`config.mk`:
```
export PLATFORM = sky130hd
export DESIGN_NAME = axi4lite_reg_slave
export DESIGN_NICKNAME = d
export VERILOG_FILES = /design/src/rtl/axi4lite_pkg.sv /design/src/rtl/axi4lite_addr_decode.sv /design/src/rtl/axi4lite_reg_slave.sv
export SDC_FILE = /design/constraint.sdc
export NUM_CORES = 1
export LEC_CHECK = 0
export CAP_MARGIN = 30
export CORE_AREA = 2 2 464 466
export DETAILED_ROUTE_END_ITERATION = 8
export DIE_AREA = 0 0 466 468
export GPL_ROUTABILITY_DRIVEN = 0
export PLACE_DENSITY = 0.3
export SLEW_MARGIN = 20
export SYNTH_ARGS = -nofsm -noshare
export SYNTH_HDL_FRONTEND = slang
export SYNTH_SLANG_ARGS = --single-unit
```
`constraint.sdc`:
```
create_clock -name ACLK -period 2.3 [get_ports ACLK]
set_input_delay 0.46 -clock ACLK [delete_from_list [all_inputs] [get_ports ACLK]]
set_output_delay 0.46 -clock ACLK [all_outputs]
set_load 0.01 [all_outputs]
```
`src/rtl/axi4lite_pkg.sv`:
```
`default_nettype none
// ---------------------------------------------------------------------------
// axi4lite_pkg
// Shared AXI4-Lite response codes, channel FSM state types and helpers.
// Revision: 1.0
// ---------------------------------------------------------------------------
package axi4lite_pkg;

    localparam logic [1:0] RESP_OKAY   = 2'b00;
    localparam logic [1:0] RESP_EXOKAY = 2'b01;
    localparam logic [1:0] RESP_SLVERR = 2'b10;
    localparam logic [1:0] RESP_DECERR = 2'b11;

    typedef enum logic [0:0] {
        WR_IDLE = 1'b0,
        WR_RESP = 1'b1
    } wr_state_t;

    typedef enum logic [0:0] {
        RD_IDLE = 1'b0,
        RD_DATA = 1'b1
    } rd_state_t;

    // Register index width; a single-register file still needs one bit.
    function automatic int idx_width(input int num_regs);
        return (num_regs > 1) ? $clog2(num_regs) : 1;
    endfunction

endpackage
`default_nettype wire

```
`src/rtl/axi4lite_addr_decode.sv`:
```
`default_nettype none
// ---------------------------------------------------------------------------
// axi4lite_addr_decode
// Maps a byte address to a register index and an in-range flag.
// Revision: 1.0
// ---------------------------------------------------------------------------
module axi4lite_addr_decode
    import axi4lite_pkg::*;
#(
    parameter int          N         = 4,
    parameter logic [31:0] BASE_ADDR = 32'h0,
    parameter int          NUM_REGS  = 16
) (
    input  logic [31:0]                      addr,
    output logic [idx_width(NUM_REGS)-1:0]   index,
    output logic                             in_range
);

    localparam int c_LB = $clog2(N);
    localparam int c_IW = idx_width(NUM_REGS);

    logic [31:0] w_offset;
    logic [31:0] w_word;

    // Offsets below BASE_ADDR wrap to huge values and fall out of range.
    assign w_offset = addr - BASE_ADDR;
    assign w_word   = w_offset >> c_LB;
    assign in_range = (w_word < 32'(NUM_REGS));
    assign index    = w_word[c_IW-1:0];

endmodule
`default_nettype wire

```
`src/rtl/axi4lite_reg_slave.sv`:
```
`default_nettype none
// ---------------------------------------------------------------------------
// axi4lite_reg_slave
// AXI4-Lite responder over a flat register file with read-only status slots.
// Revision: 1.0
// ---------------------------------------------------------------------------
module axi4lite_reg_slave
    import axi4lite_pkg::*;
#(
    parameter int                  N         = 4,
    parameter logic [31:0]         BASE_ADDR = 32'h0,
    parameter int                  NUM_REGS  = 16,
    parameter logic [NUM_REGS-1:0] RO_MASK   = {NUM_REGS{1'b0}}
) (
    input  logic                        ACLK,
    input  logic                        ARESET,
    input  logic                        AWVALID,
    output logic                        AWREADY,
    input  logic [31:0]                 AWADDR,
    input  logic [2:0]                  AWPROT,
    input  logic                        WVALID,
    output logic                        WREADY,
    input  logic [8*N-1:0]              WDATA,
    input  logic [N-1:0]                WSTRB,
    output logic                        BVALID,
    input  logic                        BREADY,
    output logic [1:0]                  BRESP,
    input  logic                        ARVALID,
    output logic                        ARREADY,
    input  logic [31:0]                 ARADDR,
    input  logic [2:0]                  ARPROT,
    output logic                        RVALID,
    input  logic                        RREADY,
    output logic [8*N-1:0]              RDATA,
    output logic [1:0]                  RRESP,
    output logic [NUM_REGS*8*N-1:0]     regs_o,
    output logic [NUM_REGS-1:0]         wr_pulse_o,
    input  logic [NUM_REGS*8*N-1:0]     status_i
);

    localparam int c_DW = 8 * N;
    localparam int c_IW = idx_width(NUM_REGS);

    // ------------------------------------------------------------------
    // Write channel
    // ------------------------------------------------------------------
    wr_state_t           r_wr_state;
    wr_state_t           w_wr_state_nxt;
    logic                r_awready;
    logic                r_wready;
    logic                r_bvalid;
    logic [1:0]          r_bresp;
    logic                r_aw_held;
    logic                r_w_held;
    logic [31:0]         r_awaddr;
    logic [c_DW-1:0]     r_wdata;
    logic [N-1:0]        r_wstrb;

    logic                w_aw_hs;
    logic                w_w_hs;
    logic                w_commit;
    logic                w_aw_held_nxt;
    logic                w_w_held_nxt;
    logic                w_awready_nxt;
    logic                w_wready_nxt;
    logic                w_bvalid_nxt;
    logic [1:0]          w_bresp_nxt;

    logic [c_IW-1:0]     w_wr_idx;
    logic                w_wr_in_range;
    logic                w_wr_ro;
    logic [NUM_REGS-1:0] w_we;

    // ------------------------------------------------------------------
    // Read channel
    // ------------------------------------------------------------------
    rd_state_t           r_rd_state;
    rd_state_t           w_rd_state_nxt;
    logic                r_arready;
    logic                r_rvalid;
    logic [c_DW-1:0]     r_rdata;
    logic [1:0]          r_rresp;

    logic                w_ar_hs;
    logic                w_arready_nxt;
    logic                w_rvalid_nxt;
    logic [c_DW-1:0]     w_rdata_nxt;
    logic [1:0]          w_rresp_nxt;

    logic [c_IW-1:0]     w_rd_idx;
    logic                w_rd_in_range;
    logic [c_DW-1:0]     w_rd_val;

    // ------------------------------------------------------------------
    // Register file
    // ------------------------------------------------------------------
    logic [c_DW-1:0]     r_regs [NUM_REGS];
    logic [NUM_REGS-1:0] r_wr_pulse;

    // Protection bits carry no meaning here; status of writable slots is unused.
    logic w_unused;
    assign w_unused = ^{AWPROT, ARPROT, status_i};

    axi4lite_addr_decode #(
        .N         (N),
        .BASE_ADDR (BASE_ADDR),
        .NUM_REGS  (NUM_REGS)
    ) u_wr_dec (
        .addr      (r_awaddr),
        .index     (w_wr_idx),
        .in_range  (w_wr_in_range)
    );

    axi4lite_addr_decode #(
        .N         (N),
        .BASE_ADDR (BASE_ADDR),
        .NUM_REGS  (NUM_REGS)
    ) u_rd_dec (
        .addr      (ARADDR),
        .index     (w_rd_idx),
        .in_range  (w_rd_in_range)
    );

    assign w_aw_hs  = AWVALID && r_awready;
    assign w_w_hs   = WVALID && r_wready;
    assign w_commit = (r_wr_state == WR_IDLE) && r_aw_held && r_w_held;
    assign w_ar_hs  = ARVALID && r_arready;

    // Write FSM: state and registered outputs
    always_ff @(posedge ACLK) begin
        if (ARESET) begin
            r_wr_state <= WR_IDLE;
            r_aw_held  <= 1'b0;
            r_w_held   <= 1'b0;
            r_awready  <= 1'b0;
            r_wready   <= 1'b0;
            r_bvalid   <= 1'b0;
            r_bresp    <= RESP_OKAY;
        end else begin
            r_wr_state <= w_wr_state_nxt;
            r_aw_held  <= w_aw_held_nxt;
            r_w_held   <= w_w_held_nxt;
            r_awready  <= w_awready_nxt;
            r_wready   <= w_wready_nxt;
            r_bvalid   <= w_bvalid_nxt;
            r_bresp    <= w_bresp_nxt;
        end
    end

    // Write FSM: next state
    always_comb begin
        w_wr_state_nxt = r_wr_state;
        case (r_wr_state)
            WR_IDLE: if (w_commit)            w_wr_state_nxt = WR_RESP;
            WR_RESP: if (BREADY && r_bvalid)  w_wr_state_nxt = WR_IDLE;
            default:                          w_wr_state_nxt = WR_IDLE;
        endcase
    end

    // Write FSM: next values of the registered outputs
    always_comb begin
        w_aw_held_nxt = (r_aw_held || w_aw_hs) && !w_commit;
        w_w_held_nxt  = (r_w_held  || w_w_hs)  && !w_commit;
        w_awready_nxt = (w_wr_state_nxt == WR_IDLE) && !w_aw_held_nxt;
        w_wready_nxt  = (w_wr_state_nxt == WR_IDLE) && !w_w_held_nxt;
        w_bvalid_nxt  = (w_wr_state_nxt == WR_RESP);
        w_bresp_nxt   = r_bresp;
        if (w_commit) begin
            if (!w_wr_in_range) begin
                w_bresp_nxt = RESP_DECERR;
            end else if (w_wr_ro) begin
                w_bresp_nxt = RESP_SLVERR;
            end else begin
                w_bresp_nxt = RESP_OKAY;
            end
        end
    end

    // Captured AW and W payloads, held until the commit
    always_ff @(posedge ACLK) begin
        if (ARESET) begin
            r_awaddr <= '0;
            r_wdata  <= '0;
            r_wstrb  <= '0;
        end else begin
            if (w_aw_hs) begin
                r_awaddr <= AWADDR;
            end
            if (w_w_hs) begin
                r_wdata <= WDATA;
                r_wstrb <= WSTRB;
            end
        end
    end

    // Per-register lookups for both channels
    always_comb begin
        w_wr_ro  = 1'b0;
        w_rd_val = '0;
        w_we     = '0;
        for (int i = 0; i < NUM_REGS; i++) begin
            if (w_wr_idx == c_IW'(i)) begin
                w_wr_ro = RO_MASK[i];
            end
            if (w_rd_idx == c_IW'(i)) begin
                w_rd_val = RO_MASK[i] ? status_i[i*c_DW +: c_DW] : r_regs[i];
            end
            w_we[i] = w_commit && w_wr_in_range && (w_wr_idx == c_IW'(i)) && !RO_MASK[i];
        end
    end

    always_ff @(posedge ACLK) begin
        if (ARESET) begin
            r_wr_pulse <= '0;
            for (int i = 0; i < NUM_REGS; i++) begin
                r_regs[i] <= '0;
            end
        end else begin
            r_wr_pulse <= w_we;
            for (int i = 0; i < NUM_REGS; i++) begin
                for (int b = 0; b < N; b++) begin
                    if (w_we[i] && r_wstrb[b]) begin
                        r_regs[i][8*b +: 8] <= r_wdata[8*b +: 8];
                    end
                end
            end
        end
    end

    // Read FSM: state and registered outputs
    always_ff @(posedge ACLK) begin
        if (ARESET) begin
            r_rd_state <= RD_IDLE;
            r_arready  <= 1'b0;
            r_rvalid   <= 1'b0;
            r_rdata    <= '0;
            r_rresp    <= RESP_OKAY;
        end else begin
            r_rd_state <= w_rd_state_nxt;
            r_arready  <= w_arready_nxt;
            r_rvalid   <= w_rvalid_nxt;
            r_rdata    <= w_rdata_nxt;
            r_rresp    <= w_rresp_nxt;
        end
    end

    // Read FSM: next state
    always_comb begin
        w_rd_state_nxt = r_rd_state;
        case (r_rd_state)
            RD_IDLE: if (w_ar_hs)             w_rd_state_nxt = RD_DATA;
            RD_DATA: if (RREADY && r_rvalid)  w_rd_state_nxt = RD_IDLE;
            default:                          w_rd_state_nxt = RD_IDLE;
        endcase
    end

    // Read FSM: next values; register reads see the pre-commit contents
    always_comb begin
        w_arready_nxt = (w_rd_state_nxt == RD_IDLE);
        w_rvalid_nxt  = (w_rd_state_nxt == RD_DATA);
        w_rdata_nxt   = r_rdata;
        w_rresp_nxt   = r_rresp;
        if (w_ar_hs) begin
            w_rdata_nxt = w_rd_in_range ? w_rd_val : '0;
            w_rresp_nxt = w_rd_in_range ? RESP_OKAY : RESP_DECERR;
        end
    end

    for (genvar gi = 0; gi < NUM_REGS; gi++) begin : g_regs_out
        assign regs_o[gi*c_DW +: c_DW] = r_regs[gi];
    end

    assign AWREADY    = r_awready;
    assign WREADY     = r_wready;
    assign BVALID     = r_bvalid;
    assign BRESP      = r_bresp;
    assign ARREADY    = r_arready;
    assign RVALID     = r_rvalid;
    assign RDATA      = r_rdata;
    assign RRESP      = r_rresp;
    assign wr_pulse_o = r_wr_pulse;

endmodule
`default_nettype wire
```
Yosys cells after proc, flatten, opt, wreduce, memory -nomap -nowiden:

Memory sizes are Yosys's and may differ from the RTL's.
Index checks and enable logic that the tools add are counted.

* output and inout port bits: 569
* bits in registers: 127
* RAM bits: 512
* memories kept: 1

Memory list
* r_regs: depth 16, bits a word 32, read ports 16, clocked after memory_dff 0, wr ports 16, RTL line axi4lite_reg_slave.sv:97 `logic [c_DW-1:0] r_regs [NUM_REGS];`

* mux-type cells: 283
* order comparisons: 2
* eq/ne operators: 30
* reductions and logical operators: 99
* bitwise operators: 68

Operators by type and width (count)
* 32-bit two-way mux: 17
* 8-bit two-way mux: 64
* 1-bit two-way mux: 198
* 1-bit logical AND: 92
* 4-bit equality test, second input constant: 16
* 1-bit bitwise OR: 64
* 30-bit by 5-bit < comparator with 1-bit output, second input constant: 2
* 4-bit by 3-bit equality test with 1-bit output, second input constant: 8
* 4-bit by 2-bit equality test with 1-bit output, second input constant: 4
* 4-bit by 1-bit equality test with 1-bit output, second input constant: 2
* 4-bit logical NOT: 2
* 2-bit two-way mux: 2
* 1-bit inverter: 4
* 1-bit one-hot mux with 2 select lines: 2
* 1-bit logical NOT: 3
* 1-bit logical OR: 2

Longest topological paths before layout:

* word-level depth: 18
* depth in mapped cells: 10

Modules after synthesis:

From an unflattened synthesis, not the netlist that was laid out.

* cell total of the unflattened synthesis: 2341
* area, all modules: 27612.7 µm²

Modules (own cells, without submodules)
* axi4lite_reg_slave: area each 27440.1 µm², cells an instance 2313, instances 1
* axi4lite_addr_decode: area each 86.3 µm², cells an instance 14, instances 2

Worst setup path after synthesis:

Ideal clock, no wire load.

* path type: reg-to-reg
* start point: reg BVALID (netlist name)
* end point: mem r_regs[0][48] in the netlist's numbering, enable pin
* clock period less this slack: 2.580 ns
* arrival time: 2.196 ns
* path slack: -0.280 ns
* cell stages (with the launch flop): 7
* path through: dfxtp_1 -> and3b_1 -> nand4_2 -> or4_1 -> clkbuf_1 -> buf_2 -> o21ai_0

RTL lines (RTL line)
* to (decl): axi4lite_reg_slave.sv:97

==> results.py <==
metrics = {
    "global_routing": {
        "grt_use_total_pct": 18.2,
        "grt_pass1_wl_um": 263000,
        "grt-ovfl-total": 0,
        "grt_pass1_vias": 26077,
        "grt_max_degree": 83,
        "antenna_found_initial": 26,
    },
    "layout": {
        "final_cell_mix": "512 x edfxtp_1, 504 x buf_4, 489 x clkdlybuf4s50_1",
        "layout-drive-gt1-share_pct": 27.5,
        "mostFrequentLayoutCell": "edfxtp_1",
        "nets": 4237,
        "fin_area_um2": 46800,
        "syn_to_final_growth_pct": 72.4,
    },
    "worst_setup_path": {
        "critPathKind": "reg -> reg",
        "reg2regPathDepth": 7,
        "end_kind": "flop",
        "path_cells": "nor4_4 -> nand4_1 -> buf_4 -> or4_4 -> buf_12 -> o21ai_4 -> buf_12",
        "crit_family": "simple AND/OR/NAND/NOR gates",
        "cpPeakStageDelay_ps": 470,
        "worstReg2RegStart": "r_awaddr[17]",
        "cp.arrival_ps": 2800,
        "r2r-end": "r_regs[0][27]",
        "cp_num_buf_inv": 3,
        "startpoint_type": "flop",
        "critical_path_required_ps": 2730,
        "critPathMaxFanout": 8,
        "reg2reg_slack_ps": -70,
        "path_common_cell": "buf_12",
        "slowest_stage": "or4_4",
    },
    "floorplan": {
        "die_area_um2": 218000,
        "die_w_um": 466,
        "rows": 170,
        "die_h_um": 468,
        "boundaryPins": 1194,
        "start_util_pct": 12.7,
        "core_region_area_um2": 213000,
    },
    "yosys": {
        "synth.area.top_cells": "edfxtp_1 57%, dfxtp_1 9.1%, nor2_1 5.3%, nand2_1 4.9%, a21oi_1 3.3%",
        "avgSynthCellArea_um2": 11.4,
        "syn_inst": 2390,
        "synth_fp_nets": 3015,
        "synth_area_um2": 27200,
        "yosysWarnings": 0,
        "ys_ff_latch": 635,
        "synth_top_area_share_pct": 56.6,
        "yosysTopAreaCell": "edfxtp_1",
        "synthDistinctLibCells": 70,
        "synth_edf_count": 512,
        "ys_seq_area_share_pct": 65.6,
        "synth-main-ff-cell": "edfxtp_1",
        "async_reset_ff_share_pct": 0,
    },
    "sta": {
        "worst_slack_ps": -66.5,
        "hold_viol_final": 0,
        "hold_ws_ps": 160,
        "max_freq_ghz": 0.423,
        "slew_headroom_pct": 44.4,
        "tightest_slew_ps": 832,
        "skew_ps": 54.7,
        "setup_viol": 59,
        "min_period_ps": 2370,
        "min_period_over_period_pct": 103,
        "rsz0062_at_grt": "true",
        "final_max_slew_viol_count": 0,
    },
    "run_status": {
        "violations": "negative setup slack",
        "status": "complete, but fails checks",
    },
    "hold_path": {
        "worstHoldStart": "ARESET",
        "whs_endpoint": "RVALID",
        "hp-class": "in -> reg",
        "hold_depth": 3,
    },
    "clock_network": {
        "htreeDepth": 3,
        "clockBufferDepth": 3,
        "clk_latency_ps": 740,
        "cts_buffers": 84,
        "clk_pin_slew_worst_paths_ps": 60,
        "cts.sinks": 635,
        "cts-root-buf": "clkbuf_16",
        "cts_tree": "built",
    },
    "placement": {
        "placed_area_um2": 41700,
        "detailed_place_hpwl_um": 167000,
        "io_buffers": 671,
    },
    "job": {
        "cap_violations": 0,
    },
    "drt": {
        "ant_nets": 0,
        "vias": 26078,
        "wl_per_cell_um": 31.4,
        "routed_via_density": 3.99,
        "wirelength_um": 205000,
        "post-route-drc-count": 0,
        "drt_first_pass_iters": 5,
        "drt-initial-drc-count": 2356,
    },
    "power_and_ir_drop": {
        "power_density_nw_per_um2": 669,
        "vdd.ir_drop.worst_mv": 0.504,
        "p_leak_uw": 0.0169,
    },
}
[final cells by class]
type	instances	area (um2)
fill	23192	166000
timing repair buffer	1321	13000
inverter	41	154
multi-input combinational	1529	9490
clock inverter	54	583
tap	2838	3550
antenna	11	27.5
clock buffer	101	2210
sequential	635	17800
[through the flow]
step | power (uW) | TNS (ps) | cells | setup slack [ps] | util (%)
2_1_floorplan | 14500 | -3400 | 2390 | -59.6 | -
3_3_place_gp | 17800 | -108020 | 6230 | -1420 | 19.5
3_5_place_dp | 17700 | -98770 | 6231 | -860 | 19.5
4_1_cts | 31700 | -16780 | 6514 | -146 | 21.5
5_1_grt | 32300 | -64340 | 6521 | -179 | 21.9
6_report | 31300 | -1650 | 6530 | -66.5 | 22.0
[worst max-delay path by stage]
stage	startpoint	to	slack [ps]	depth (start not counted)
6_report	r_awaddr[17]	r_regs[0][27]	-70	7
5_1_grt	r_awaddr[17]	r_regs[0][27]	-180	7
4_1_cts	r_awaddr[30]	r_regs[0][24]	-150	7
3_5_place_dp	ARADDR[4]	RDATA[28]	-860	10
3_3_place_gp	ARVALID	RDATA[20]	-1420	10
2_1_floorplan	BVALID	r_regs[0][48]	-60	6
[sequential cells by signal, summed over array words and instances (netlist names)]
signal and cells:
RRESP 1, BVALID 1, RDATA 32, r_regs 512, r_w_held 1, r_awaddr 30, ARREADY 1, r_wstrb 4
WREADY 1, AWREADY 1, r_wdata 32, RVALID 1, BRESP 1, r_aw_held 1, wr_pulse_o 16
[power breakdown]
group          switching [uW]  internal [uW]  leakage, uW
clock network            5790           7910      0.00135
logic                    2420           1850      0.00931
registers                 500          12800      0.00628
[synth_stat cells, drive strengths merged, types with 8 or more instances]
| master | number |
|---|---|
| a31oi | 13 |
| a22o | 18 |
| o21a | 8 |
| edfxtp | 512 |
| a21oi | 178 |
| nor2 | 395 |
| mux4 | 22 |
| nand2b | 8 |
| o221ai | 9 |
| nand2 | 359 |
| nor2b | 20 |
| and2 | 17 |
| a22oi | 27 |
| o22ai | 26 |
| a21o | 18 |
| a2111oi | 13 |
| o21ai | 129 |
| buf | 88 |
| nor3 | 28 |
| a32oi | 12 |
| o211ai | 9 |
| mux2 | 11 |
| mux2i | 35 |
| dfxtp | 123 |
| inv | 41 |
| and3 | 10 |
| a211oi | 12 |
| nor4 | 21 |
| a221oi | 32 |
| clkbuf | 97 |
| nand3 | 39 |
[kinds of logic (layout without fill, tap and decap cells)]
group,after synthesis,count (layout),share of synthesized area [%]
and+or+nand+nor,915,915,14.3
muxes,68,68,3.57
other,0,11,0
DFF,635,635,65.6
AOI/OAI and AO/OA,546,546,12.7
buffers and inverters,226,1517,3.77
[tightest hold or removal path, delay by kind of cell]
kind / cells / cell delay (ps)
simple gates: 1 / 150
buf+inv: 2 / 210
[repair_timing]
item,4_1_cts,5_1_grt
cloned,4,6
gates resized for setup,317,197
buffers inserted,129,1
hold endpoints to repair,0,0
hold buffers,0,0
setup endpoints to repair,810,711
pin swaps,38,65
[layer usage]
layer | share of wire, % | track usage (%) | vias to the layer above
met5 | 0.019 | 0 | -
met4 | 4.8 | 7.75 | 6
met3 | 7.6 | 4.71 | 226
met2 | 42 | 26.7 | 1214
met1 | 45 | 24.9 | 13415
li1 | - | - | 11217
Power figures use the tool's default switching activity.
